$ cat src/rtl/pbit_local_field.sv
// Serial local-field engine feeding a p-bit: I = h + sum(J_j * s_j), one neighbour per
// cycle, saturated to a 7-bit signed bias with a one-cycle valid pulse.
module pbit_local_field #(
  parameter int N_NEIGH   = 8,
  parameter int W_WIDTH   = 8,
  parameter int ACC_WIDTH = 12
) (
  input  logic                       CLK,
  input  logic                       RST,
  input  logic                       start,
  input  logic [N_NEIGH-1:0]         m,
  input  logic [W_WIDTH-1:0]         h,
  input  logic                       w_we,
  input  logic [$clog2(N_NEIGH)-1:0] w_addr,
  input  logic [W_WIDTH-1:0]         w_data,
  output logic [6:0]                 z,
  output logic                       z_valid,
  output logic                       busy,
  output logic                       wr_drop
);

  localparam int AW = $clog2(N_NEIGH);
  localparam int EXT = ACC_WIDTH - W_WIDTH;
  localparam logic signed [ACC_WIDTH-1:0] ZMax = ACC_WIDTH'(63);
  localparam logic signed [ACC_WIDTH-1:0] ZMin = ACC_WIDTH'(-64);

  typedef enum logic [1:0] {StIdle, StAccum, StClamp} state_e;

  state_e                       state_q;
  logic [W_WIDTH-1:0]           j_q [N_NEIGH];
  logic signed [ACC_WIDTH-1:0]  acc_q;
  logic [AW-1:0]                idx_q;
  logic [N_NEIGH-1:0]           m_snap_q;

  logic signed [ACC_WIDTH-1:0]  j_ext;
  logic signed [ACC_WIDTH-1:0]  h_ext;
  logic                         last_idx;

  // Sign-extend the current weight and the bias; negation happens at full accumulator width.
  always_comb begin
    j_ext    = {{EXT{j_q[idx_q][W_WIDTH-1]}}, j_q[idx_q]};
    h_ext    = {{EXT{h[W_WIDTH-1]}}, h};
    last_idx = (32'(idx_q) == N_NEIGH - 1);
  end

  // Weight bank: writes land only in idle; out-of-range addresses are dropped silently.
  always_ff @(posedge CLK or negedge RST) begin
    if (!RST) begin
      for (int i = 0; i < N_NEIGH; i++) j_q[i] <= '0;
    end else if (w_we && state_q == StIdle && 32'(w_addr) < N_NEIGH) begin
      j_q[w_addr] <= w_data;
    end
  end

  // Control FSM with registered outputs.
  always_ff @(posedge CLK or negedge RST) begin
    if (!RST) begin
      state_q  <= StIdle;
      acc_q    <= '0;
      idx_q    <= '0;
      m_snap_q <= '0;
      z        <= '0;
      z_valid  <= 1'b0;
      busy     <= 1'b0;
      wr_drop  <= 1'b0;
    end else begin
      z_valid <= 1'b0;
      // A write attempted during an evaluation is rejected and flagged one cycle later.
      wr_drop <= w_we && (state_q != StIdle);
      unique case (state_q)
        StIdle: begin
          if (start) begin
            m_snap_q <= m;
            acc_q    <= h_ext;
            idx_q    <= '0;
            busy     <= 1'b1;
            state_q  <= StAccum;
          end
        end
        StAccum: begin
          if (m_snap_q[idx_q]) acc_q <= acc_q + j_ext;
          else                 acc_q <= acc_q - j_ext;
          if (last_idx) begin
            idx_q   <= '0;
            state_q <= StClamp;
          end else begin
            idx_q <= idx_q + AW'(1);
          end
        end
        StClamp: begin
          if (acc_q > ZMax)      z <= 7'h3F;
          else if (acc_q < ZMin) z <= 7'h40;
          else                   z <= acc_q[6:0];
          z_valid <= 1'b1;
          busy    <= 1'b0;
          state_q <= StIdle;
        end
        default: state_q <= StIdle;
      endcase
    end
  end

endmodule

$ cat config.mk
export PLATFORM = sky130hd
export DESIGN_NAME = pbit_local_field
export DESIGN_NICKNAME = d
export VERILOG_FILES = /design/src/rtl/pbit_local_field.sv
export SDC_FILE = /design/constraint.sdc
export NUM_CORES = 1
export LEC_CHECK = 0
export BUFFER_PORTS_ARGS = -buffer_cell sky130_fd_sc_hd__buf_2
export CAP_MARGIN = 25
export CORE_UTILIZATION = 30
export DETAILED_ROUTE_END_ITERATION = 10
export GPL_TIMING_DRIVEN = 0
export PLACE_DENSITY = 0.53
export SYNTH_ARGS = -nofsm -noshare
export SYNTH_HDL_FRONTEND = slang
export SYNTH_SLANG_ARGS = --single-unit
$ cat constraint.sdc
create_clock -name CLK -period 6.3 [get_ports CLK]
set_clock_uncertainty 0.1 [all_clocks]
set_input_delay 0.315 -clock CLK [delete_from_list [all_inputs] [get_ports CLK]]
set_output_delay 0.315 -clock CLK [all_outputs]
set_load 0.03 [all_outputs]
==> flow_metrics.py <==
metrics = {
    "floorplan": {
        "die_h_um": 132,
        "num_rows": 47,
        "coreArea_um2": 16500,
        "start_util_pct": 30.7,
        "ios": 41,
        "die_area_um2": 17400,
        "fp.dieW_um": 132,
    },
    "sta": {
        "post-route-min-period_ns": 4.46,
        "worst_slack_ns": 1.84,
        "rsz0062_at_grt": "no",
        "drv_slew": 0,
        "fin_crit_sh_pct": 70.7,
        "max_freq_ghz": 0.224,
        "hold_viol": 0,
        "setup_viol": 0,
        "finalSetupTns_ns": 0,
        "slew_headroom_pct": 55.3,
        "hold_slack_ns": 0.0577,
        "worst_pin_slew_ns": 0.670,
    },
    "hold_path": {
        "min_to": "m_snap_q[1]$_DFFE_PN0P_",
        "hold_class": "primary input to register",
        "worstHoldStart": "m[1]",
        "whs_path_depth": 3,
    },
    "grt": {
        "antenna_found_initial": 1,
        "use_met1_pct": 18.2,
        "gr-usage-all-layers_pct": 13.7,
        "grt_max_degree": 73,
        "grt.busiest_layer": "met2",
        "met2_usage_pct": 22.3,
        "overflow": 0,
        "grt_pass1_vias": 3542,
        "gr-usage-met3_pct": 2.73,
        "grt_pass1_wl_um": 18400,
    },
    "critical_path": {
        "r2r-end": "acc_q[10]$_DFFE_PN0P_",
        "endpoint_kind": "register",
        "cp.required_ns": 6.41,
        "max_stage_delay_ns": 0.53,
        "crit_path_top_delay_cell": "buf_1",
        "start_kind": "register",
        "worstPathArrival_ns": 4.57,
        "path_class": "register to register",
        "cp_max_fo": 10,
        "reg2reg_slack_ns": 1.84,
        "reg2reg_depth": 17,
        "critical-path-top-delay-family": "compound AO/OA/AOI/OAI gates",
        "cp_cell_sequence": "buf_2, buf_1, mux4_1, mux2_2, inv_1, ha_1, nor2_1, a21oi_1, fa_1, a21o_1, a21oi_1, nor2b_1, o21ai_0, a21oi_1, a211oi_1, xor2_1, o21ai_0",
        "r2r_start": "idx_q[2]$_DFFE_PN0P_",
        "cpMostUsedCell": "a21oi_1",
        "path_buf_inv": 3,
    },
    "job": {
        "cap_violations": 0,
    },
    "clock_tree": {
        "htree_levels": 3,
        "cts_setup_buffers": 0,
        "cts_buffers": 9,
        "clockBufferDepth": 2,
        "cts.sinks": 99,
        "cts_tree": "done",
        "clk-insertion-delay-late_ns": 0.35,
        "root_buffer": "clkbuf_16",
        "path_clk_slew_ns": 0.07,
        "cts_resized": 0,
    },
    "logic_synthesis": {
        "seq_area_frac_synth_pct": 48.8,
        "ys_ff_latch": 99,
        "ys_types": 40,
        "synth_area_um2": 5080,
        "syn_nets": 457,
        "syn_inst": 408,
        "ys_warn_count": 0,
        "avgSynthCellArea_um2": 12.4,
    },
    "detailed_routing": {
        "via_per_inst": 4.86,
        "vias": 3334,
        "wl_per_cell_um": 16.4,
        "routed_wl_um": 11300,
        "drt_iter0_markers": 140,
        "firstDrtPassIters": 4,
        "final_antenna_net_count": 0,
        "drc": 0,
    },
    "layout": {
        "num_antenna_cells": 0,
        "layout.nets": 510,
        "syn2layout_area_growth_pct": 15.9,
        "nFillCells": 1610,
        "final_common_cell": "dfrtp_1",
        "layout_common_cells": "dfrtp_1, mux2_2, nand2_1",
        "fin_cells": 686,
        "drive_gt1_share_pct": 29.4,
    },
    "placement": {
        "gp_congestion": 0.792,
        "placed_cells": 669,
        "io_buffer_count": 40,
        "dp_hpwl_um": 7980,
        "post-place-ws_ns": 1.81,
    },
    "status": {
        "outcome": "finished, final reports clean",
    },
}
worst max-delay path by stage:
stage,from,to,cells after the start
CTS,idx_q[2]$_DFFE_PN0P_,acc_q[10]$_DFFE_PN0P_,17
global route,idx_q[2]$_DFFE_PN0P_,acc_q[10]$_DFFE_PN0P_,17
floorplan,idx_q[1]$_DFFE_PN0P_,acc_q[10]$_DFFE_PN0P_,17
global placement,idx_q[2]$_DFFE_PN0P_,acc_q[10]$_DFFE_PN0P_,17
detailed placement,idx_q[2]$_DFFE_PN0P_,acc_q[10]$_DFFE_PN0P_,17
finish,idx_q[2]$_DFFE_PN0P_,acc_q[10]$_DFFE_PN0P_,17
worst register-to-register path, delay by kind of cell (launching register included):
family                   cells  cell delay (ns)
AO/OA/AOI/OAI                7             1.20
XOR/XNOR                     1             0.17
adder cells (fa/ha/maj)      2             0.70
buffers and inverters        3             0.90
flip-flops                   1             0.36
multiplexers                 2             0.71
AND/OR/NAND/NOR              2             0.19
Yosys cell counts:
| master | number | area (µm²) |
|---|---|---|
| a22oi_1 | 4 | 30.0 |
| or2b_2 | 1 | 8.76 |
| nor2b_1 | 6 | 37.5 |
| a41oi_2 | 1 | 16.3 |
| inv_1 | 6 | 22.5 |
| mux4_1 | 16 | 420 |
| nand3_1 | 4 | 20.0 |
| a211oi_1 | 1 | 7.51 |
| buf_6 | 1 | 11.3 |
| and2_1 | 3 | 18.8 |
| xnor2_1 | 10 | 87.6 |
| mux2i_1 | 5 | 50.1 |
| nor2_2 | 1 | 6.26 |
| o21ai_0 | 26 | 130 |
| or2_2 | 1 | 6.26 |
| buf_2 | 2 | 10.0 |
| and3_1 | 8 | 50.1 |
| mux2i_4 | 1 | 22.5 |
| a31oi_1 | 4 | 25.0 |
| ha_1 | 17 | 213 |
| fa_1 | 1 | 20.0 |
| nand3b_1 | 2 | 15.0 |
| a21oi_1 | 20 | 100 |
| a21o_1 | 2 | 15.0 |
| mux2_2 | 68 | 766 |
| buf_1 | 1 | 3.75 |
| clkbuf_1 | 10 | 37.5 |
| nand2b_1 | 1 | 6.26 |
| a221o_1 | 1 | 10.0 |
| dfrtp_1 | 99 | 2480 |
| o22ai_1 | 2 | 12.5 |
| buf_12 | 1 | 20.0 |
| nand2_1 | 48 | 180 |
| nor3_1 | 4 | 20.0 |
| nor3_2 | 1 | 10.0 |
| o31ai_1 | 1 | 7.51 |
| nor2_1 | 18 | 67.6 |
| mux4_2 | 2 | 45.0 |
| o21a_1 | 1 | 7.51 |
| xor2_1 | 7 | 61.3 |
timing repair:
| action | 4_1_cts | 5_1_grt |
|---|---|---|
| hold endpoints to repair | 27 | 0 |
| setup endpoints to repair | 0 | 0 |
| hold buffers | 1 | 0 |
layout make-up:
| class | instances | area (µm²) | share of cell area (%) |
|---|---|---|---|
| Clock inverter | 7 | 67.6 | 1.15 |
| Sequential cell | 99 | 2480 | 42.1 |
| Clock buffer | 9 | 225 | 3.83 |
| Inverter | 6 | 22.5 | 0.383 |
| Timing Repair Buffer | 42 | 240 | 4.08 |
| Multi-Input combinational cell | 288 | 2490 | 42.4 |
| Tap cell | 220 | 275 | 4.68 |
| Buffer | 15 | 82.6 | 1.40 |
state kept, by name (all words and copies together) (netlist names):
register,flops
acc_q,12
busy,1
z,7
wr_drop,1
idx_q,3
z_valid,1
m_snap_q,8
state_q,2
j_q,64
metrics by stage:
stage / util, % / instance area, µm²
after floorplan: - / 5080
after detailed placement: 33.8 / 5580
final: 35.6 / 5880
after CTS: 35.6 / 5880
after global routing: 35.6 / 5880
after global placement: 33.6 / 5550
cell families (layout without fill, tap and decap cells):
group	after synthesis	in the layout	synth area share, %
DFF	99	99	48.8
and+or+nand+nor	98	98	8.80
muxes	92	92	25.7
AOI/OAI and AO/OA	63	63	7.12
buffers and inverters	21	79	2.07
adders and majority gates	18	18	4.58
xor gates and xnor gates	17	17	2.93
routing by layer:
metal  vias to the layer above  routed length [µm]
met5                         -                   0
met1                      1664                5550
met3                        12                 364
li1                       1593                   -
met4                         0                 159
met2                        65                5200
Power is not shown: default switching activity piles up to over one toggle a cycle in this logic, so the estimate is an artifact.
